==> config.mk <==
export PLATFORM = sky130hd
export DESIGN_NAME = ip_msxbus_initiator
export DESIGN_NICKNAME = d
export VERILOG_FILES = /design/src/rtl/ip_msxbus_initiator.sv
export SDC_FILE = /design/constraint.sdc
export NUM_CORES = 1
export LEC_CHECK = 0
export CAP_MARGIN = 20
export CORE_AREA = 4 4 85 87
export DETAILED_ROUTE_END_ITERATION = 10
export DIE_AREA = 0 0 89 91
export GPL_TIMING_DRIVEN = 0
export HOLD_SLACK_MARGIN = 0.02
export PLACE_DENSITY = 0.8
export SETUP_SLACK_MARGIN = 0.5
export SLEW_MARGIN = 20
export SYNTH_ARGS = -nofsm -noshare
export SYNTH_HDL_FRONTEND = slang
export SYNTH_SLANG_ARGS = --single-unit
==> constraint.sdc <==
create_clock -name clk -period 2.9 [get_ports clk]
set_input_delay 0.58 -clock clk [delete_from_list [all_inputs] [get_ports clk]]
set_output_delay 0.58 -clock clk [all_outputs]
set_load 0.05 [all_outputs]
==> src/rtl/ip_msxbus_initiator.sv <==
`default_nettype none
// ============================================================================
//  Module      : ip_msxbus_initiator
//  Description : Host-side MSX-50BUS cycle generator. Converts a single-beat
//                request/response stream into slot-select, read-strobe and
//                write-strobe bus cycles, samples read data, honours n_wait
//                and aborts a cycle on a WAIT timeout.
//  Revision    : 1.0 - initial release
// ============================================================================
module ip_msxbus_initiator #(
  parameter int unsigned SETUP_CYC  = 1,    // n_tsltsl-low cycles before strobe
  parameter int unsigned STROBE_CYC = 2,    // minimum strobe-low cycles
  parameter int unsigned HOLD_CYC   = 1,    // idle cycles after release
  parameter int unsigned WAIT_LIMIT = 1024  // 0 disables the WAIT timeout
) (
  input  logic        clk,
  input  logic        n_reset,
  // request / response stream
  input  logic        req_valid,
  output logic        req_ready,
  input  logic        req_write,
  input  logic [15:0] req_address,
  input  logic [7:0]  req_wdata,
  output logic        rsp_valid,
  output logic [7:0]  rsp_rdata,
  output logic        rsp_error,
  // bus side
  output logic        n_tsltsl,
  output logic        n_trd,
  output logic        n_twr,
  output logic [15:0] ta,
  output logic [7:0]  wdata,
  input  logic [7:0]  rdata,
  input  logic        rdata_en,
  input  logic        n_wait
);

  // Phase counters count from zero, so each phase ends at its length minus one.
  localparam logic [7:0]  SETUP_LAST  = 8'(SETUP_CYC - 1);
  localparam logic [7:0]  STROBE_LAST = 8'(STROBE_CYC - 1);
  localparam logic [7:0]  HOLD_LAST   = 8'(HOLD_CYC - 1);
  localparam logic [15:0] WAIT_LAST   = 16'(WAIT_LIMIT - 1);
  localparam bit          TIMEOUT_EN  = (WAIT_LIMIT != 0);

  typedef enum logic [1:0] {
    ST_IDLE   = 2'd0,
    ST_SETUP  = 2'd1,
    ST_STROBE = 2'd2,
    ST_HOLD   = 2'd3
  } state_t;

  state_t      state;
  logic [7:0]  phase_cnt;
  logic [15:0] wait_cnt;
  logic        cyc_write;

  // A new request can only be taken while the bus is idle.
  always_comb begin
    req_ready = (state == ST_IDLE);
  end

  // Bus-cycle sequencer: every bus and response output is registered here.
  always_ff @(posedge clk or negedge n_reset) begin
    if (!n_reset) begin
      state     <= ST_IDLE;
      phase_cnt <= 8'd0;
      wait_cnt  <= 16'd0;
      cyc_write <= 1'b0;
      n_tsltsl  <= 1'b1;
      n_trd     <= 1'b1;
      n_twr     <= 1'b1;
      ta        <= 16'h0000;
      wdata     <= 8'h00;
      rsp_valid <= 1'b0;
      rsp_rdata <= 8'hFF;
      rsp_error <= 1'b0;
    end else begin
      // Completion pulse lasts exactly one cycle.
      rsp_valid <= 1'b0;
      case (state)
        ST_IDLE: begin
          if (req_valid) begin
            cyc_write <= req_write;
            ta        <= req_address;
            if (req_write) begin
              wdata <= req_wdata;
            end
            n_tsltsl  <= 1'b0;
            phase_cnt <= 8'd0;
            state     <= ST_SETUP;
          end
        end

        ST_SETUP: begin
          if (phase_cnt == SETUP_LAST) begin
            phase_cnt <= 8'd0;
            wait_cnt  <= 16'd0;
            if (cyc_write) begin
              n_twr <= 1'b0;
            end else begin
              n_trd <= 1'b0;
            end
            state <= ST_STROBE;
          end else begin
            phase_cnt <= phase_cnt + 8'd1;
          end
        end

        ST_STROBE: begin
          if (n_wait) begin
            // Strobe time only advances while the responder is not stalling.
            wait_cnt <= 16'd0;
            if (phase_cnt == STROBE_LAST) begin
              rsp_rdata <= (!cyc_write && rdata_en) ? rdata : 8'hFF;
              rsp_error <= 1'b0;
              rsp_valid <= 1'b1;
              n_trd     <= 1'b1;
              n_twr     <= 1'b1;
              n_tsltsl  <= 1'b1;
              phase_cnt <= 8'd0;
              state     <= ST_HOLD;
            end else begin
              phase_cnt <= phase_cnt + 8'd1;
            end
          end else if (TIMEOUT_EN && (wait_cnt == WAIT_LAST)) begin
            // Responder held WAIT too long: abandon the cycle with an error.
            rsp_rdata <= 8'hFF;
            rsp_error <= 1'b1;
            rsp_valid <= 1'b1;
            n_trd     <= 1'b1;
            n_twr     <= 1'b1;
            n_tsltsl  <= 1'b1;
            phase_cnt <= 8'd0;
            state     <= ST_HOLD;
          end else begin
            wait_cnt <= wait_cnt + 16'd1;
          end
        end

        ST_HOLD: begin
          if (phase_cnt == HOLD_LAST) begin
            state <= ST_IDLE;
          end else begin
            phase_cnt <= phase_cnt + 8'd1;
          end
        end

        default: begin
          state <= ST_IDLE;
        end
      endcase
    end
  end

endmodule
`default_nettype wire

==> results of run 1 <==
-- power breakdown --
| group | switching [W] | leakage, nW | internal, W |
|---|---|---|---|
| Clock | 0.000323 | 0.109 | 0.000465 |
| Combinational | 0.00170 | 0.878 | 0.00102 |
| Sequential | 0.000172 | 0.797 | 0.00124 |
| Total | 0.00220 | 1.78 | 0.00272 |
-- path summary, 6_finish.rpt --
path	slack, ps	cells after the start	endpoint
max	620	1	n_twr
min	140	1	wait_cnt[6]$_DFFE_PN0P_
max reg2reg	670	6	state[1]$_DFFE_PN0P_
min reg2reg	500	2	n_tsltsl$_DFFE_PN1P_
max in group asynchronous	2190	2	n_trd$_DFFE_PN1P_
min in group clk	500	2	n_tsltsl$_DFFE_PN1P_
-- kinds of logic (layout without fill, tap and decap cells) --
group	count (synthesis)	after routing	synth area share, %
simple gates	87	87	16.7
compound gates	70	70	16.4
flops	64	64	51.1
mux	28	28	9.89
buf+inv	18	110	2.49
fa+ha+maj	8	8	3.17
xor+xnor	1	1	0.277
-- metal layers --
metal	global-route usage, %	vias up
met5	0	-
met4	6.33	0
met3	8.14	11
met2	30.2	69
met1	22.5	1224
li1	-	1199
-- cell type report --
type	instances	area share, %
Timing Repair Buffer	76	18.1
Clock buffer	13	3.97
Multi-Input combinational cell	194	34.8
Inverter	12	1.06
Clock inverter	3	0.941
Sequential cell	64	38.0
Tap cell	77	2.27
Buffer	6	0.853
-- flip-flops by register name, summed over array words and instances (netlist names) --
register / count
wait_cnt: 16
cyc_write: 1
n_trd: 1
n_twr: 1
ta: 16
rsp_valid: 1
n_tsltsl: 1
state: 2
wdata: 8
phase_cnt: 8
rsp_error: 1
rsp_rdata: 8
-- synthesized netlist by cell type, drive strengths merged, types with 2 or more instances --
master / count
dfrtp: 53
mux2: 26
nand2: 21
o21ai: 18
a21oi: 15
inv: 12
dfstp: 11
o22a: 11
nand3: 10
nor2: 10
a22o: 8
ha: 8
nor2b: 8
and3: 6
nor4: 6
or3: 6
o31ai: 5
or4: 5
clkbuf: 4
a31o: 3
nand4: 3
nor3: 3
a211oi: 2
a31oi: 2
and2: 2
buf: 2
mux2i: 2
nand3b: 2
-- timing repair --
item / in CTS / in global routing
hold buffers: 0 / 0
endpoints found under the setup margin: 7 / 12
resized for setup: 3 / 5
-- per-stage QoR --
stage / area (um2) / utilization (%) / hold WS, ps / setup slack, ps
detailed placement: 4030 / 63.4 / 491 / 115
global route: 4250 / 67.0 / 157 / 500
floorplan: 3160 / - / 284 / 766
finish: 4250 / 67.0 / 142 / 622
global placement: 4010 / 63.1 / 470 / -819
CTS: 4240 / 66.7 / 153 / 576
==> impl_metrics.toml, run 1 <==
[status]
status = "finished, final reports clean"

[sta]
period_minus_slack_ps = 2280
clock_skew_ps = 6.72
grt_setup_unrepaired = "false"
tightest_slew_ps = 554
setup_tns_ps = 0
drv_slew = 0
setup_viol = 0
fin_crit_sh_pct = 78.6
max_slew_margin_pct = 63.1
hold_viol = 0
fmax_ghz = 0.439

[clock_tree]
cts.clk_slew.worst_paths_ps = 70
cts_root_buffer = "clkbuf_8"
cts_buffer_depth = 2
htreeDepth = 3
numCtsBuffers = 9
cts_sinks = 64
cts_tree = "yes"
cts_setup_buffers = 0
clkLatencyLatePin_ps = 340

[job]
cap_violations = 0

[critical_path]
slowest_delay_ps = 820
path_buf_inv = 1
criticalPathCategory = "reg -> out"
crit-reg2reg-launch = "wait_cnt[0]$_DFFE_PN0P_"
start_kind = "flop"
critPathTopFamily = "buffers and inverters"
worst_path_max_delay_cell = "clkdlybuf4s50_1"
worstPathCellList = "clkdlybuf4s50_1"
crit_required_ps = 2320
worstPathMaxFanout = 3
startpoint = "n_twr$_DFFE_PN1P_"
crit_path_end_kind = "primary output"
cp.arrival_ps = 1700

[die]
ios = 76
die_area_mm2 = 0.00810
start_util_pct = 49.8
core_mm2 = 0.00635
fp.dieW_um = 89
die_h_um = 91
rows = 29

[synth]
synth_area_leaders = "dfrtp_1 (42%), dfstp_2 (9.1%), mux2_2 (8.9%)"
yosysTopAreaCell = "dfrtp_1"
synthCells = 276
ys.warnings.count = 0
ys_types = 54
syn_area_per_cell_um2 = 11.5
seq_area_frac_synth_pct = 51.1
mappedNetlistNets = 322
synth_seq_cells = 64
synth_enable_flop_cells = 0
ys.flop_type = "dfrtp_1"
syn-cell-area_mm2 = 0.00316
synth_top_area_share_pct = 41.9
synth-async-reset-ratio_pct = 100

[grt]
grt_max_degree = 40
grt_pass1_wl_mm = 12.1
grtUsageTotal_pct = 18.8
grt_pass1_vias = 2625
antenna_found_initial = 0
gr-total-overflow = 0

[drt]
vias_per_cell = 5.62
met3_length_um = 573
drt_iter0_markers = 100
vias = 2503
remaining_drc_errors = 0
first_pass_iters = 4
wl_met2_mm = 3.56
wire_per_inst_um = 16.1
antenna_left = 0
met1Wirelength_mm = 2.93
wirelength_mm = 7.15
top_layer = "met4"

[cells_and_area]
area_growth_pct = 34.5
layout-drive-gt1-share_pct = 20.1
final_common_cell = "clkdlybuf4s50_1"
fin_cells = 445
multi_input_area_mm2 = 0.00148
ff_latch_area_mm2 = 0.00162
diodes = 0
final.fill_count = 492
mostFrequentLayoutCells = "clkdlybuf4s50_1 (72), dfrtp_1 (53), mux2_2 (25)"
layout.nets = 409

[pwr]
peakVddDrop_mv = 1.04
p_total_w = 0.00492
p_leak_nw = 1.78
cellPowerDensity_mw_per_mm2 = 1160

[placed_design]
gp_congestion = 0.804
dp_hpwl_mm = 5.39
port_buffers = 75
dp.cells = 429

[worst_hold_path]
hold_class = "in -> async"
No activity file was read; power rests on OpenSTA's default activity.
==> inputs of run 2 (changes only) <==
==> constraint.sdc (replaced) <==
create_clock -name clk -period 2.3 [get_ports clk]
set_input_delay 0.46 -clock clk [delete_from_list [all_inputs] [get_ports clk]]
set_output_delay 0.46 -clock clk [all_outputs]
set_load 0.05 [all_outputs]
==> run 2 against run 1 <==
Against the previous run: first-iteration DRC count grew 110%; clock skew is 0.75 ps higher; routed wire length up 37%; core utilization increased by 12 points; critical endpoint is now wait_cnt[14]$_DFFE_PN0P_; global-route usage increased by 3.7 points; highest routed layer unchanged; combinational power rose by 57%; worst setup slack lost 350 ps; worst hold slack improved by 360 ps; die area is the same; largest power group unchanged; sequential share of layout area is 5.3 points lower.
==> impl_metrics.toml, run 2 (synthesis gave the netlist of run 1 again) <==
[cells_and_area]
diodes = 0
layout-drive-gt1-share_pct = 44.0
layout.nets = 457
final_common_cell = "dfrtp_1"
mostFrequentLayoutCells = "dfrtp_1 (42), buf_4 (41), clkdlybuf4s50_1 (35)"
area_growth_pct = 57.7
top_regs = "ta x16, wait_cnt x16"

[clock_tree]
cts_buffer_depth = 2
numCtsBuffers = 9
cts.clk_slew.worst_paths_ps = 70
cts_root_buffer = "clkbuf_8"
cts_tree = "yes"
cts_sinks = 64
htreeDepth = 3
clkLatencyLatePin_ps = 350

[die]
ios = 76
fp.dieW_um = 89
die_area_mm2 = 0.00810
rows = 29
start_util_pct = 49.8
die_h_um = 91
core_mm2 = 0.00635

[grt]
grt_pass1_vias = 2881
grt_max_degree = 53
antenna_found_initial = 0
grt_pass1_wl_mm = 14.1
grtUsageTotal_pct = 22.5
gr-total-overflow = 0

[drt]
remaining_drc_errors = 0
vias_per_cell = 5.89
first_pass_iters = 4
wire_per_inst_um = 19.9
wirelength_mm = 9.83
antenna_left = 0
drt_iter0_markers = 210
vias = 2904

[sta]
tightest_slew_ps = 571
period_minus_slack_ps = 2030
whs_ps = 501
hold_viol = 0
clock_skew_ps = 7.46
setup_viol = 0
fmax_ghz = 0.492
fin_crit_sh_pct = 88.3
max_slew_margin_pct = 61.8
grt_setup_unrepaired = "true"
drv_slew = 0

[critical_path]
worstPathCellList = "ha_4 > nand2_4 > buf_4 > nor4_1 > nand3_1 > or3_1 > a21oi_1"
start_kind = "flop"
worst-r2r-cell-count = 7
path_buf_inv = 1
r2r-end = "wait_cnt[14]$_DFFE_PN0P_"
criticalPathCategory = "reg -> reg"
crit_required_ps = 2570
startpoint = "wait_cnt[0]$_DFFE_PN0P_"
worst_path_max_delay_cell = "nor4_1"
crit_path_end_kind = "flop"
cp.arrival_ps = 2300
crit-reg2reg-launch = "wait_cnt[0]$_DFFE_PN0P_"
slowest_delay_ps = 440
worstPathMaxFanout = 3
critPathTopFamily = "simple AND/OR/NAND/NOR gates"
crit_end = "wait_cnt[14]$_DFFE_PN0P_"
cp.depth = 7
worst-r2r-setup-slack_ps = 270

[placed_design]
gp_congestion = 0.878
dp_hpwl_mm = 5.68
port_buffers = 75

[pwr]
p_sw_w = 0.00319
power_frac_comb_pct = 59.8
power.share.clock_pct = 15.3
pwr-share-seq_pct = 24.9
p_total_w = 0.00716
cellPowerDensity_mw_per_mm2 = 1440
p_leak_nw = 2.16
switching_share_pct = 44.6
peakVddDrop_mv = 1.20
power.internal_w = 0.00397

[status]
status = "finished, final reports clean"

[worst_hold_path]
hold_class = "reg -> reg"

[job]
cap_violations = 0
-- run 2: cell count changes in the layout (fill, tap and decap cells not counted), moves of 4 or more --
cell             delta
dlygate4sd2_1      +26
ha_1                -7
ha_4                +6
dfrtp_2            +11
dfrtp_1            -11
buf_4              +39
nand2_2             +4
clkdlybuf4s15_2    +11
inv_1               -4
nand2_1             -5
clkdlybuf4s50_1    -37
buf_6               +9
-- run 2: cell type report --
| type | count | area (um2) |
|---|---|---|
| Fill cell | 376 | 1370 |
| Clock inverter | 3 | 65.1 |
| Sequential cell | 64 | 1630 |
| Tap cell | 77 | 96.3 |
| Buffer | 6 | 71.3 |
| Inverter | 12 | 47.5 |
| Multi-Input combinational cell | 194 | 1770 |
| Clock buffer | 13 | 159 |
| Timing Repair Buffer | 124 | 1150 |
-- run 2: stage by stage --
stage / utilization [%] / TNS, ps / cells / instance area [um2] / setup slack, ps
after global placement: 64.7 / -79260 / 428 / 4110 / -1360
final: 78.5 / 0 / 493 / 4980 / 269
after global routing: 78.5 / 0 / 493 / 4980 / 206
after CTS: 74.1 / 0 / 476 / 4710 / 353
after detailed placement: 65.1 / -517 / 429 / 4130 / -95.5
after floorplan: - / 0 / 276 / 3260 / 351
-- run 2: repair_timing --
item | 4_1_cts | 5_1_grt
endpoints found under the hold margin | 12 | 0
setup buffers | 28 | 17
hold buffers | 1 | 0
pin swaps | 23 | 13
cloned | 2 | 0
resized for setup | 102 | 38
endpoints found under the setup margin | 83 | 47
-- run 2: worst reg2reg max path, stage by stage, from the launching register on --
cell and delay, ps:
dfrtp_1 390, ha_4 170, nand2_4 60, buf_4 150, nor4_1 440, nand3_1 190, or3_1 370, a21oi_1 180
-- run 2: power by group through the flow --
stage | combinational (W) | sequential [W] | clock [W]
floorplan | 0.00137 | 0.00292 | 0
global placement | 0.00351 | 0.00178 | 0
detailed placement | 0.00358 | 0.00181 | 0
CTS | 0.00387 | 0.00177 | 0.00111
global route | 0.00448 | 0.00183 | 0.00116
finish | 0.00428 | 0.00178 | 0.00110
-- run 2: worst min-delay path by stage --
stage | startpoint | to | slack [ps] | cells after the start
floorplan | n_reset | cyc_write$_DFFE_PN0P_ | 160 | 0
global placement | n_tsltsl$_DFFE_PN1P_ | n_tsltsl$_DFFE_PN1P_ | 470 | 2
detailed placement | n_reset | phase_cnt[4]$_DFFE_PN0P_ | 330 | 1
CTS | n_tsltsl$_DFFE_PN1P_ | n_tsltsl$_DFFE_PN1P_ | 480 | 2
global route | n_tsltsl$_DFFE_PN1P_ | n_tsltsl$_DFFE_PN1P_ | 510 | 2
finish | ta[1]$_DFFE_PN0P_ | ta[1]$_DFFE_PN0P_ | 500 | 1
-- run 2: layer usage --
metal | part of all wire (%) | GRT usage [%] | wire length, um | vias to the layer above
li1 | - | - | - | 1302
met1 | 37 | 26.2 | 3630 | 1475
met2 | 55 | 39.1 | 5440 | 99
met3 | 4.6 | 5.43 | 450 | 28
met4 | 3.1 | 8.81 | 308 | 0
met5 | 0 | 0 | 0 | -
